===== config.mk =====
export PLATFORM = sky130hd
export DESIGN_NAME = if_stage_flat
export DESIGN_NICKNAME = d
export VERILOG_FILES = /design/src/rtl/if_stage_if.sv /design/src/rtl/if_stage.sv /design/src/flat_wrapper.sv
export SDC_FILE = /design/constraint.sdc
export NUM_CORES = 1
export LEC_CHECK = 0
export ABC_AREA = 1
export CAP_MARGIN = 20
export CORE_AREA = 3 3 180 182
export DETAILED_ROUTE_END_ITERATION = 8
export DIE_AREA = 0 0 183 185
export HOLD_SLACK_MARGIN = 0.15
export SYNTH_ARGS = -nofsm -noshare
export SYNTH_HDL_FRONTEND = slang
export SYNTH_SLANG_ARGS = --single-unit

===== constraint.sdc =====
create_clock -name clk -period 3.15 [get_ports clk]
set_input_delay 0.63 -clock clk [delete_from_list [all_inputs] [get_ports clk]]
set_output_delay 0.63 -clock clk [all_outputs]
set_load 0.05 [all_outputs]

===== src/rtl/if_stage_if.sv =====
// Instruction-memory fetch bus between the fetch stage and instruction memory.
//   imem_req   : fetch request, held with imem_addr until imem_ack
//   imem_addr  : word-aligned fetch byte address
//   imem_ack   : read data valid this cycle
//   imem_rdata : fetched word, bit 0 is the MSB
// Modports: master = fetch stage, slave = instruction memory.
interface if_stage_if;
  logic        imem_req;
  logic [31:0] imem_addr;
  logic        imem_ack;
  logic [0:31] imem_rdata;

  modport master (output imem_req, output imem_addr,
                  input  imem_ack, input  imem_rdata);
  modport slave  (input  imem_req, input  imem_addr,
                  output imem_ack, output imem_rdata);
endinterface


===== src/rtl/if_stage.sv =====
// Instruction-fetch stage. Owns the architectural PC, fetches one word at a
// time over the imem bus, holds it for decode and computes the next PC from
// decode's jump/branch outputs. A misaligned redirect target halts fetching
// and raises a sticky fault until reset.
// Ports:
//   clk, reset            : clock (rising edge), async active-low reset
//   stall                 : downstream hold, freezes held instruction and PC
//   branch, branch_taken  : conditional branch for the held instruction
//   jump, jump_reg        : PC-relative jump / register jump
//   reg_target            : register jump target
//   imem                  : fetch bus (master side)
//   instruction, instr_valid, pc, pc_plus4 : held instruction and its address
//   fetch_fault           : sticky misaligned-target flag
module if_stage #(
  parameter logic [31:0] RESET_PC  = 32'h0000_0000,
  parameter logic [31:0] NOP_INSTR = 32'h0000_0000
) (
  input  logic           clk,
  input  logic           reset,
  input  logic           stall,
  input  logic           branch,
  input  logic           branch_taken,
  input  logic           jump,
  input  logic           jump_reg,
  input  logic [31:0]    reg_target,
  if_stage_if.master     imem,
  output logic [0:31]    instruction,
  output logic           instr_valid,
  output logic [31:0]    pc,
  output logic [31:0]    pc_plus4,
  output logic           fetch_fault
);

  typedef enum logic [1:0] {IDLE, REQ, EXEC, HALT} state_t;

  state_t      state_q, state_d;
  logic [31:0] fetch_pc_q, fetch_pc_d;
  logic [31:0] pc_q, pc_d;
  logic [0:31] instr_q, instr_d;
  logic        valid_q, valid_d;
  logic        fault_q, fault_d;

  logic [31:0] jump_off;
  logic [31:0] br_off;
  logic [31:0] next_pc;

  always_ff @(posedge clk or negedge reset) begin
    if (!reset) begin
      state_q    <= IDLE;
      fetch_pc_q <= RESET_PC;
      pc_q       <= RESET_PC;
      instr_q    <= NOP_INSTR;
      valid_q    <= 1'b0;
      fault_q    <= 1'b0;
    end else begin
      state_q    <= state_d;
      fetch_pc_q <= fetch_pc_d;
      pc_q       <= pc_d;
      instr_q    <= instr_d;
      valid_q    <= valid_d;
      fault_q    <= fault_d;
    end
  end

  always_comb begin
    state_d    = state_q;
    fetch_pc_d = fetch_pc_q;
    pc_d       = pc_q;
    instr_d    = instr_q;
    valid_d    = valid_q;
    fault_d    = fault_q;

    pc_plus4 = pc_q + 32'd4;
    // Bit 31 is the LSB, so [6:31] / [16:31] are the low 26 / 16 bits and
    // bit 6 / bit 16 carry the sign.
    jump_off = {{6{instr_q[6]}}, instr_q[6:31]};
    br_off   = {{16{instr_q[16]}}, instr_q[16:31]};

    if (jump_reg)                  next_pc = reg_target;
    else if (jump)                 next_pc = pc_plus4 + jump_off;
    else if (branch && branch_taken) next_pc = pc_plus4 + br_off;
    else                           next_pc = pc_plus4;

    case (state_q)
      IDLE: state_d = REQ;
      REQ: begin
        if (imem.imem_ack) begin
          instr_d = imem.imem_rdata;
          pc_d    = fetch_pc_q;
          valid_d = 1'b1;
          state_d = EXEC;
        end
      end
      EXEC: begin
        if (!stall) begin
          valid_d = 1'b0;
          instr_d = NOP_INSTR;
          if (next_pc[1:0] != 2'b00) begin
            fault_d = 1'b1;
            state_d = HALT;
          end else begin
            fetch_pc_d = next_pc;
            state_d    = REQ;
          end
        end
      end
      HALT: valid_d = 1'b0;
    endcase
  end

  // Request is decoded from the state register so an async reset drops it
  // in the same cycle.
  assign imem.imem_req  = (state_q == REQ);
  assign imem.imem_addr = fetch_pc_q;
  assign instruction    = instr_q;
  assign instr_valid    = valid_q;
  assign pc             = pc_q;
  assign fetch_fault    = fault_q;

endmodule


===== src/flat_wrapper.sv =====
// flat-port wrapper written by rule: the top's interface ports become plain ports
module if_stage_flat 
#(
  parameter logic [31:0] RESET_PC  = 32'h0000_0000,
  parameter logic [31:0] NOP_INSTR = 32'h0000_0000
)
  (clk, reset, stall, branch, branch_taken, jump, jump_reg, reg_target, instruction, instr_valid, pc, pc_plus4, fetch_fault, imem_imem_req, imem_imem_addr, imem_imem_ack, imem_imem_rdata);
  if_stage_if imem_i ();
  input  logic clk;
  input  logic reset;
  input  logic stall;
  input  logic branch;
  input  logic branch_taken;
  input  logic jump;
  input  logic jump_reg;
  input  logic [31:0] reg_target;
  output logic [0:31] instruction;
  output logic instr_valid;
  output logic [31:0] pc;
  output logic [31:0] pc_plus4;
  output logic fetch_fault;
  output wire logic [$bits(imem_i.imem_req)-1:0] imem_imem_req;
  output wire logic [$bits(imem_i.imem_addr)-1:0] imem_imem_addr;
  input wire logic [$bits(imem_i.imem_ack)-1:0] imem_imem_ack;
  input wire logic [$bits(imem_i.imem_rdata)-1:0] imem_imem_rdata;
  assign imem_imem_req = imem_i.imem_req;
  assign imem_imem_addr = imem_i.imem_addr;
  assign imem_i.imem_ack = imem_imem_ack;
  assign imem_i.imem_rdata = imem_imem_rdata;
  if_stage #(.RESET_PC(RESET_PC), .NOP_INSTR(NOP_INSTR)) u_core (.clk(clk), .reset(reset), .stall(stall), .branch(branch), .branch_taken(branch_taken), .jump(jump), .jump_reg(jump_reg), .reg_target(reg_target), .imem(imem_i), .instruction(instruction), .instr_valid(instr_valid), .pc(pc), .pc_plus4(pc_plus4), .fetch_fault(fetch_fault));
endmodule

==> results by stage <==
Routing:
- The first detailed-routing pass took 5 iterations.
- The average routed wire per standard cell is 17.91 um.
- Using the TritonRoute via totals, the vias-per-cell ratio works out to 4.829.
- In this run, the number of DRC markers left after iteration 0 of detailed routing was 760.
- The wire length after detailed routing is 41480 um.
- The routed metal-1 wire length is 17680 um.
- The length of routed met3 wiring is 2324 um.
- For this run, design rule violations remaining after detail routing come to 0.
- The wire length on met2 is 20000 um.
- The number of nets with antenna violations after detailed routing is 0.
- Signal routing reaches up to met4.
- Summing over every cut layer, the via total after detailed routing is 11.18k.

Clocking:
- The TritonCTS buffer count is 9.
- The clock transition at the register clock pins on the worst setup and hold paths after CTS is 0.08 ns.
- No sink is reached through more buffers than the 2 on the longest clock path.
- For this design, the CTS-stage hold fixing added 0 buffers.
- TritonCTS built the clock tree.
- The number of H-tree levels is 3.
- The root buffer cell is sky130_fd_sc_hd__clkbuf_16.
- Clock latency on the worst-skew pair, taken at its later pin, is 0.36 ns.
- The clock sink count is 100.

Synth:
- The synthesized-area fraction occupied by xor and xnor cells is 0.02371.
- The share of the synthesized area in compound gates (AO/OA/AOI/OAI) is 0.1206.
- The number of instances in the synthesized netlist is 1481.
- The total nets after synthesis is 1609.
- The largest family of logic cells by synthesized area is simple AND/OR/NAND/NOR gates.
- Of the total synthesized cell area, the portion taken by full adders, half adders and majority gates is 0.07667.
- Of the post-synthesis cell area, the part taken by muxes is 0.006096.
- Dividing the synthesized area by the synthesized cell count gives 6.237 um^2.
- In this run, synthesis produced a sequential element count of 100.
- The cell area after synthesis is 9236 um^2.
- The post-synthesis cell type count is 52.
- The synthesized-area fraction occupied by and/or/nand/nor cells is 0.3781.
- For this run, the register share of the synthesized area comes to 0.2709.
- Yosys printed 0 warnings.

Placement:
- The post-detailed-placement cell area is 13490 um^2.
- The wire-length estimate of the detail-placed layout is 32770 um.
- At the end of routability-driven placement, the weighted congestion stood at 0.9788.
- The count of buffers added on input and output ports is 202.

STA:
- The number of pins with negative max-slew slack in the final report is 0.
- Setup repair after global routing could not meet its margin everywhere.
- Of the available clock period, the critical path in the final layout requires 0.9856.
- The actual slew at the worst max-slew pin is 0.7603 ns.
- Setup total negative slack on the finished layout was measured at 0 ns.
- Static timing analysis puts the maximum clock frequency at 0.3221 GHz.
- The worst clock skew is 0.007403 ns.
- Hold is met by 0.3256 ns.
- Headroom to the max-slew limit came out at 0.4932.
- The final number of hold-violating endpoints was 0.
- The final count of negative-setup-slack endpoints is 0.
- The time the final worst path needs with I/O delays and setup is 3.105 ns.

Setup path:
- The most frequent cell on the critical path is sky130_fd_sc_hd__nand2_4.
- Data on the critical path is required at its endpoint by 3.43 ns.
- STA classifies the critical path endpoint as a flip-flop.
- At the worst endpoint, the arrival time is 3.39 ns.
- The largest driver fanout on the critical path is 5.
- The worst setup path is launched from a flip-flop.
- The critical path is of the flip-flop to flip-flop type.
- The slowest stage of the critical path belongs to the cell sky130_fd_sc_hd__dfrtp_2.
- The longest individual stage delay on the worst path is 0.46 ns.
- For the worst flop-to-flop path, the logic depth is 20.
- The signal on the critical path passes through ha_4 -> nand2_4 -> nor2_4 -> nand2_4 -> inv_6 -> or2_4 -> nand2_4 -> clkinvlp_4 -> ha_4 -> buf_6 -> nand2_2 -> inv_2 -> nand2_4 -> nor3_4 -> nand2_2 -> nand2_4 -> buf_6 -> xor2_1 -> o211ai_1 -> a22oi_1.

Run status:
- The flow ran to the end, and the final reports show no timing, DRC or antenna violations.

Finish:
- The final net count is 2043.
- The number of fill cells is 3101.
- Of the cells placed in the final design, the portion with a size suffix greater than 1 is 0.3568.
- The final instance area is 15650 um^2.
- The number of antenna diodes is 0.
- The area added between synthesis and finish is 69.38%.
- Leaving out fill and tap cells, the most frequent cells in the layout are sky130_fd_sc_hd__nand2_1 (347), sky130_fd_sc_hd__buf_4 (259), sky130_fd_sc_hd__inv_1 (206), sky130_fd_sc_hd__clkdlybuf4s50_1 (176).
- The most common cell after layout, fill and taps aside is sky130_fd_sc_hd__nand2_1.

Floorplanning:
- 203 I/O pins were placed.
- The floorplan step defined a core boundary enclosing 30750 um^2.
- The overall die width is 183 um.
- The die is 185 um tall.
- The initial utilization of the core area, before any placement, comes to 0.3004.
- Row generation in the floorplan step produced 64 rows.
- The area of the die is 33860 um^2.

Global route:
- After global routing the overflow that remains totals 0.
- The via count of the first global-routing pass is 10.86k.
- The initial antenna violation count was 0.
- The global-route usage over all layers is 0.2332.
- The maximum number of pins on one net before global-route repair is 60.
- The first global-routing pass estimated 60900 um of wire.

Worst hold path:
- In this run the worst hold path is classified as input pin to async pin.

Flow run:
- Max-cap violations in this run came to 0.
## synthesized netlist by cell type, drive strengths merged
| master | count | area share |
|---|---|---|
| o211ai | 8 | 0.0065 |
| a31oi | 3 | 0.0020 |
| buf | 6 | 0.0037 |
| nand2b | 1 | 0.00068 |
| o311ai | 1 | 0.00095 |
| or2 | 3 | 0.0020 |
| nor2 | 159 | 0.075 |
| xor2 | 21 | 0.020 |
| dfrtp | 100 | 0.27 |
| clkbuf | 30 | 0.018 |
| nand3b | 10 | 0.0095 |
| a22oi | 6 | 0.0049 |
| o22ai | 2 | 0.0014 |
| xnor2 | 4 | 0.0038 |
| nand2 | 468 | 0.20 |
| o31ai | 5 | 0.0046 |
| nand4 | 10 | 0.0068 |
| o21ai | 85 | 0.046 |
| and2 | 4 | 0.0030 |
| nand3 | 126 | 0.070 |
| fa | 1 | 0.0022 |
| nor3 | 21 | 0.012 |
| o21bai | 6 | 0.0049 |
| o21a | 1 | 0.00081 |
| nor3b | 1 | 0.0014 |
| a21boi | 3 | 0.0024 |
| ha | 55 | 0.075 |
| inv | 246 | 0.10 |
| a21oi | 85 | 0.046 |
| and3 | 1 | 0.00068 |
| clkinv | 4 | 0.0018 |
| mux2 | 5 | 0.0061 |
## registers in the layout, indices dropped and copies added (netlist names)
name / cells
u_core.fetch_fault: 1
u_core.imem.imem_addr: 32
u_core.state_q: 2
u_core.pc: 32
u_core.instruction: 32
u_core.instr_valid: 1
## timing repair
item,CTS,global route
endpoints found under the setup margin,23,25
pin swaps,17,116
buffers inserted,9,27
resized for setup,73,324
## metal layers
metal | track usage | up-vias
met4 | 0.08867 | 0
li1 | - | 5543
met5 | 0 | -
met2 | 0.3954 | 338
met3 | 0.03908 | 62
met1 | 0.2986 | 5241
## cells by family after synthesis
kind of cell	count (synthesis)
and+or+nand+nor	804
buffers and inverters	286
AOI/OAI and AO/OA	205
DFF	100
adders and majority gates	56
xor gates and xnor gates	25
muxes	5
## path summary, 6_finish.rpt
| check | from | to | slack [ns] |
|---|---|---|---|
| worst max-delay path | u_core.pc[2] | u_core.imem.imem_addr[13] | 0.05 |
| worst min-delay path | reset | u_core.imem.imem_addr[0] | 0.33 |
| worst max register to register | u_core.pc[2] | u_core.imem.imem_addr[13] | 0.05 |
| worst min register to register | u_core.fetch_fault | u_core.fetch_fault | 0.49 |
| max in group asynchronous | reset | u_core.pc[17] | 1.90 |
| min in group clk | u_core.fetch_fault | u_core.fetch_fault | 0.49 |
## worst max-delay path, delay by kind of cell, from the launching register on
family / cells / cell delay, ns
AOI/OAI and AO/OA: 2 / 0.37
xor gates and xnor gates: 1 / 0.16
adders and majority gates: 2 / 0.49
buffers and inverters: 5 / 0.47
DFF: 1 / 0.46
and+or+nand+nor: 10 / 1.07
## metrics by stage
step	worst slack, ns	cells	util
4_1_cts	0.0006648	2291	0.4594
2_1_floorplan	-0.008025	1481	-
6_report	0.04542	2316	0.5088
3_3_place_gp	-0.3485	2266	0.4387
5_1_grt	-0.1011	2316	0.5088
3_5_place_dp	-0.3668	2266	0.4387
## layout make-up
cell class | instances | area, um^2 | area share
clock buffer | 10 | 229.0 | 0.01464
clock inverter | 6 | 82.58 | 0.005278
inverter | 250 | 960.9 | 0.06142
multi-input combinational | 1095 | 7326 | 0.4683
sequential | 100 | 2524 | 0.1613
tap | 396 | 495.5 | 0.03167
timing repair buffer | 459 | 4028 | 0.2574
Power is not shown: default switching activity piles up to over one toggle a cycle in this logic, so the estimate is an artifact.
